## src/rtl/adder_bist_pkg.sv

```systemverilog
// Shared types and width helpers for the adder BIST engine.
package adder_bist_pkg;

  typedef enum logic [2:0] {
    IDLE,
    APPLY,
    WAIT,
    CHECK,
    DONE
  } bist_state_e;

  function automatic int unsigned idx_w(input int unsigned nvec);
    return (nvec > 1) ? $clog2(nvec) : 1;
  endfunction

  function automatic int unsigned cnt_w(input int unsigned nvec);
    return $clog2(nvec * nvec) + 1;
  endfunction

  localparam int unsigned IDX_W = idx_w(16);
  localparam int unsigned CNT_W = cnt_w(16);

endpackage

```

## src/rtl/adder_bist_engine_vec_ram.sv

```systemverilog
// Operand table: one synchronous write port, two asynchronous read ports.
module bist_vec_ram
  import adder_bist_pkg::*;
#(
  parameter int unsigned WIDTH = 16,
  parameter int unsigned NVEC  = 16
) (
  input  logic                    clk,
  input  logic                    we,
  input  logic [idx_w(NVEC)-1:0]  waddr,
  input  logic [WIDTH-1:0]        wdata,
  input  logic [idx_w(NVEC)-1:0]  raddr_a,
  output logic [WIDTH-1:0]        rdata_a,
  input  logic [idx_w(NVEC)-1:0]  raddr_b,
  output logic [WIDTH-1:0]        rdata_b
);

  logic [WIDTH-1:0] mem [NVEC];

  // No reset: table contents survive rst.
  always_ff @(posedge clk) begin
    if (we) begin
      mem[waddr] <= wdata;
    end
  end

  assign rdata_a = mem[raddr_a];
  assign rdata_b = mem[raddr_b];

endmodule

```

## src/rtl/adder_bist_engine.sv

```systemverilog
// Exhaustive ordered-pair sweep of an external adder: apply, settle, compare, log first failure.
module adder_bist_engine
  import adder_bist_pkg::*;
#(
  parameter int unsigned WIDTH  = 16,
  parameter int unsigned NVEC   = 16,
  parameter int unsigned SETTLE = 2
) (
  input  logic                    clk,
  input  logic                    rst,
  input  logic                    start,
  input  logic                    cin,
  input  logic                    vec_we,
  input  logic [idx_w(NVEC)-1:0]  vec_addr,
  input  logic [WIDTH-1:0]        vec_data,
  output logic [WIDTH-1:0]        dut_a,
  output logic [WIDTH-1:0]        dut_b,
  output logic                    dut_cin,
  input  logic [WIDTH-1:0]        dut_s,
  input  logic                    dut_cout,
  output logic                    busy,
  output logic                    done,
  output logic                    pass,
  output logic [cnt_w(NVEC)-1:0]  err_count,
  output logic                    err_pulse,
  output logic [WIDTH-1:0]        first_a,
  output logic [WIDTH-1:0]        first_b,
  output logic [WIDTH:0]          first_exp,
  output logic [WIDTH:0]          first_got
);

  localparam int unsigned IW = idx_w(NVEC);
  localparam int unsigned CW = cnt_w(NVEC);
  localparam int unsigned SW = (SETTLE > 1) ? $clog2(SETTLE) : 1;

  bist_state_e      state;
  logic [IW-1:0]    idx_i;
  logic [IW-1:0]    idx_j;
  logic             cin_q;
  logic [WIDTH:0]   exp_q;
  logic [SW-1:0]    settle_cnt;
  logic [WIDTH-1:0] rd_a;
  logic [WIDTH-1:0] rd_b;
  logic             ram_we;
  logic [WIDTH:0]   got;
  logic             mismatch;
  logic             i_last;
  logic             j_last;

  assign ram_we   = vec_we && ((state == IDLE) || (state == DONE));
  assign got      = {dut_cout, dut_s};
  assign mismatch = (got != exp_q);
  assign i_last   = (idx_i == IW'(NVEC - 1));
  assign j_last   = (idx_j == IW'(NVEC - 1));

  bist_vec_ram #(
    .WIDTH (WIDTH),
    .NVEC  (NVEC)
  ) u_vec_ram (
    .clk     (clk),
    .we      (ram_we),
    .waddr   (vec_addr),
    .wdata   (vec_data),
    .raddr_a (idx_i),
    .rdata_a (rd_a),
    .raddr_b (idx_j),
    .rdata_b (rd_b)
  );

  always_ff @(posedge clk) begin
    if (rst) begin
      state      <= IDLE;
      idx_i      <= '0;
      idx_j      <= '0;
      cin_q      <= 1'b0;
      exp_q      <= '0;
      settle_cnt <= '0;
      dut_a      <= '0;
      dut_b      <= '0;
      dut_cin    <= 1'b0;
      busy       <= 1'b0;
      done       <= 1'b0;
      pass       <= 1'b0;
      err_count  <= '0;
      err_pulse  <= 1'b0;
      first_a    <= '0;
      first_b    <= '0;
      first_exp  <= '0;
      first_got  <= '0;
    end else begin
      err_pulse <= 1'b0;
      case (state)
        IDLE, DONE: begin
          if (state == DONE) begin
            done <= 1'b1;
            busy <= 1'b0;
            pass <= (err_count == '0);
          end
          // Later assignments here override the DONE bookkeeping above.
          if (start) begin
            idx_i     <= '0;
            idx_j     <= '0;
            err_count <= '0;
            first_a   <= '0;
            first_b   <= '0;
            first_exp <= '0;
            first_got <= '0;
            done      <= 1'b0;
            pass      <= 1'b0;
            busy      <= 1'b1;
            cin_q     <= cin;
            state     <= APPLY;
          end
        end
        APPLY: begin
          dut_a      <= rd_a;
          dut_b      <= rd_b;
          dut_cin    <= cin_q;
          exp_q      <= {1'b0, rd_a} + {1'b0, rd_b} + {{WIDTH{1'b0}}, cin_q};
          settle_cnt <= SW'(SETTLE - 1);
          state      <= WAIT;
        end
        WAIT: begin
          if (settle_cnt == '0) begin
            state <= CHECK;
          end else begin
            settle_cnt <= settle_cnt - SW'(1);
          end
        end
        CHECK: begin
          if (mismatch) begin
            err_pulse <= 1'b1;
            if (!(&err_count)) begin
              err_count <= err_count + CW'(1);
            end
            // Count never wraps, so zero means nothing captured yet.
            if (err_count == '0) begin
              first_a   <= dut_a;
              first_b   <= dut_b;
              first_exp <= exp_q;
              first_got <= got;
            end
          end
          if (j_last) begin
            idx_j <= '0;
            if (i_last) begin
              state <= DONE;
            end else begin
              idx_i <= idx_i + IW'(1);
              state <= APPLY;
            end
          end else begin
            idx_j <= idx_j + IW'(1);
            state <= APPLY;
          end
        end
        default: state <= IDLE;
      endcase
    end
  end

endmodule
```

## config.mk

```make
export PLATFORM = sky130hd
export DESIGN_NAME = adder_bist_engine
export DESIGN_NICKNAME = d
export VERILOG_FILES = /design/src/rtl/adder_bist_pkg.sv /design/src/rtl/adder_bist_engine_vec_ram.sv /design/src/rtl/adder_bist_engine.sv
export SDC_FILE = /design/constraint.sdc
export NUM_CORES = 1
export LEC_CHECK = 0
export CORE_MARGIN = 2
export CORE_UTILIZATION = 64
export DETAILED_ROUTE_END_ITERATION = 7
export DONT_BUFFER_PORTS = 1
export GPL_TIMING_DRIVEN = 1
export MAX_ROUTING_LAYER = met4
export PLACE_DENSITY = 0.8
export RECOVER_POWER = 50
export SYNTH_ARGS = -nofsm -noshare
export SYNTH_HDL_FRONTEND = slang
export SYNTH_HIERARCHICAL = 1
export SYNTH_SLANG_ARGS = --single-unit
```

## constraint.sdc

```tcl
create_clock -name clk -period 4.4 [get_ports clk]
set_clock_uncertainty 0.1 [all_clocks]
set_input_delay 0.66 -clock clk [delete_from_list [all_inputs] [get_ports clk]]
set_output_delay 0.66 -clock clk [all_outputs]
set_load 0.05 [all_outputs]
```

==> results.sh <==
export IMPL_finalWirelength_um=47600
export IMPL_number_of_top_level_pins=154
export IMPL_first_pass_grt_wire_length_um=72900
export IMPL_yosys_most_used_dff="edfxtp_1"
export IMPL_grt_setup_unrepaired="no"
export IMPL_fin_worst_hold_slack_ns=0.0885
export IMPL_floorplan_die_width_um=173
export IMPL_drt_pre_antenna_iters=6
export IMPL_starting_density_of_the_core=0.653
export IMPL_synthMostInstantiatedCell="edfxtp_1"
export IMPL_cts_post_setup_buffers_inserted=0
export IMPL_routed_via_count=12200
export IMPL_worstSetupEndpointType="flop"
export IMPL_worstPathArrival_ns=4.41
export IMPL_finalWorstPathRequiredPeriod_ns=4.04
export IMPL_dp_cells=1663
export IMPL_buffer_ports_inserted=0
export IMPL_ctsHoldBuffers=0
export IMPL_slowest_delay_ns=0.60
export IMPL_largest_net_degree_at_the_start_of_global_routing=116
export IMPL_tritoncts="done"
export IMPL_post_drt_wl_per_cell_um=27.4
export IMPL_clock_tree_htree_level_count=2
export IMPL_cts_resized=0
export IMPL_cellLeakagePower_nw=6.43
export IMPL_clk_pin_slew_ns=0.06
export IMPL_finalNonFillerCells=1736
export IMPL_setup_total_negative_slack_ns=0
export IMPL_final_layout_size_suffix_gt1_frac=0.183
export IMPL_finish_net_count=1391
export IMPL_row_count=61
export IMPL_synthesis_yosys_warnings=6
export IMPL_slew_viol_final=150
export IMPL_post_synth_instance_area_um2=18200
export IMPL_track_usage=0.331
export IMPL_yosys_cell_types_count=62
export IMPL_overflow=0
export IMPL_fin_crit_sh=0.919
export IMPL_worst_path_max_delay_cell="mux4_1"
export IMPL_gp_weighted_congestion=0.874
export IMPL_synthCells=1338
export IMPL_cts_num_sinks=398
export IMPL_die_h_um=173
export IMPL_crit_path_start_kind="flop"
export IMPL_top_cells_by_area_synth="edfxtp_1, dfxtp_1, mux4_2"
export IMPL_regToRegSetupSlack_ns=0.36
export IMPL_crit_path_cell_trace="buf_4, mux4_1, a22oi_1, nand2_1, ha_1, a2111oi_2, o21ai_1, a41oi_2, a31oi_1, or3_1, o211ai_1"
export IMPL_cell_area_after_placement_um2=18500
export IMPL_maxSlewHeadroom=-0.770
export IMPL_highest_clock_rate_mhz=247
export IMPL_path_max_fanout=18
export IMPL_report_final_hold_viol_count=0
export IMPL_post_route_drc_count=0
export IMPL_cts_made_buffers=40
export IMPL_ir_drop_v=0.000375
export IMPL_clock_root_buffer="clkbuf_16"
export IMPL_synth_area_per_cell_um2=13.6
export IMPL_dr_vias_cell=7.04
export IMPL_seq_area_frac_synth=0.577
export IMPL_setup_violations=0
export IMPL_post_dp_hpwl_um=29500
export IMPL_post_synthesis_net_count=1402
export IMPL_synth_top_cells_by_count="edfxtp_1, nand2_1, dfxtp_1, a21oi_1, mux4_2"
export IMPL_vias_in_the_first_global_route=12100
export IMPL_total_die_area_um2=29900
export IMPL_violations="max-capacitance violations, max-slew violations"
export IMPL_area_growth_syn_to_layout_pct=8.99
export IMPL_drt_iter0_drc=1758
export IMPL_cp_data_required_time_ns=4.77
export IMPL_grt_antenna_before_repair=0
export IMPL_num_antenna_cells=0
export IMPL_flops_latches_synth=398
export IMPL_synthDominantCellAreaShare=0.421
export IMPL_route_antenna_remaining_nets=0
export IMPL_fillers=1808
export IMPL_cellPowerDensity_nw_per_um2=435
export IMPL_synthDominantAreaCellType="edfxtp_1"
export IMPL_maxCapViolations=3
export IMPL_worst_pin_slew_ns=2.65
export IMPL_synth_edf_count=256
export IMPL_timing_setup_critical_path_class="flop to flop"
export IMPL_status="complete, but fails checks"
export IMPL_ys_async_sr_fraction=0
export IMPL_utilization=0.712
export IMPL_clk_insertion_delay_late_ns=0.56
export IMPL_postLayoutCellArea_um2=19900
export IMPL_placeableCoreArea_um2=27900
export IMPL_min_path_type="primary input to flop"
export IMPL_cts_path_max_buffers=3
-- power by group --
group | internal [W] | total [W] | switching [W] | leakage, nW
clock network | 0.00206 | 0.00349 | 0.00143 | 0.674
logic | 0.000315 | 0.000826 | 0.000511 | 2.29
registers | 0.00407 | 0.00433 | 0.000256 | 3.46
-- sequential cells by signal, indices dropped and copies added (netlist names), 3 cells and up --
signal and flops:
idx_j 4, exp_q 17, u_vec_ram/mem 256, idx_i 4, err_count 9, first_b 16
dut_a 16, first_a 16, state 3, dut_b 16, first_exp 17, first_got 17
-- cell usage in the layout (no fill, tap or decap), types with 4 or more instances in the layout --
| master | count |
|---|---|
| edfxtp_1 | 256 |
| nand2_1 | 178 |
| dfxtp_1 | 138 |
| a21oi_1 | 127 |
| mux4_2 | 102 |
| nand3_1 | 67 |
| a22oi_1 | 65 |
| nor2_1 | 48 |
| clkbuf_16 | 43 |
| buf_4 | 41 |
| o211ai_1 | 29 |
| mux4_1 | 24 |
| ha_1 | 20 |
| o21ai_0 | 18 |
| xor2_1 | 17 |
| o211ai_2 | 16 |
| xnor2_1 | 10 |
| nand3b_1 | 10 |
| inv_1 | 9 |
| a21o_1 | 8 |
| nor3_1 | 7 |
| clkinv_2 | 7 |
| nor2b_1 | 6 |
| clkinv_1 | 6 |
| clkbuf_8 | 6 |
| or3_1 | 5 |
| clkbuf_1 | 5 |
| nor4_1 | 4 |
| nand2b_1 | 4 |
| a211oi_1 | 4 |
| and3_1 | 4 |
| or4_1 | 4 |
| nor3_2 | 4 |
-- critical path, delay by kind of cell, from the launching register on --
family          cells  cell delay [ns]
flops               1             0.56
fa+ha+maj           1             0.42
simple gates        2             0.54
buf+inv             1             0.31
mux                 1             0.60
compound gates      6             1.42
-- kinds of logic after synthesis --
group | share of synthesized area
AOI/OAI and AO/OA | 0.107
buffers and inverters | 0.0336
and+or+nand+nor | 0.0902
adders and majority gates | 0.0159
xor gates and xnor gates | 0.0130
muxes | 0.163
DFF | 0.577
-- metal layers --
| metal | GRT usage | share of wire | vias to the layer above | wire [um] |
|---|---|---|---|---|
| met4 | 0.144 | 0.044 | 0 | 2110 |
| met1 | 0.406 | 0.35 | 6003 | 16700 |
| met2 | 0.534 | 0.49 | 845 | 23200 |
| met3 | 0.0745 | 0.12 | 159 | 5570 |
| li1 | - | - | 5221 | - |
| met5 | - | 0 | - | 0 |
-- stage by stage --
step,power (W),setup WS (ns)
3_5_place_dp,0.00522,0.428
3_3_place_gp,0.00520,0.511
4_1_cts,0.00867,0.348
2_1_floorplan,0.00506,0.650
5_1_grt,0.00889,0.131
6_report,0.00864,0.355
-- final cells by class --
cell class                      count  area (um^2)  area share
Tap cell                          378          473      0.0238
Clock inverter                     21          188     0.00944
Multi-Input combinational cell    833         7120       0.358
Timing Repair Buffer               45          355      0.0179
Sequential cell                   398        10500       0.530
Inverter                            9         33.8     0.00170
Clock buffer                       52         1170      0.0588
-- final timing paths --
kind,from,end,cells past startpoint
setup reg to reg,idx_i[0],exp_q[15],11
hold / removal,rst,first_a[13],1
setup / recovery,idx_i[0],exp_q[15],11
hold reg to reg,settle_cnt,settle_cnt,2
Power figures use the tool's default switching activity.
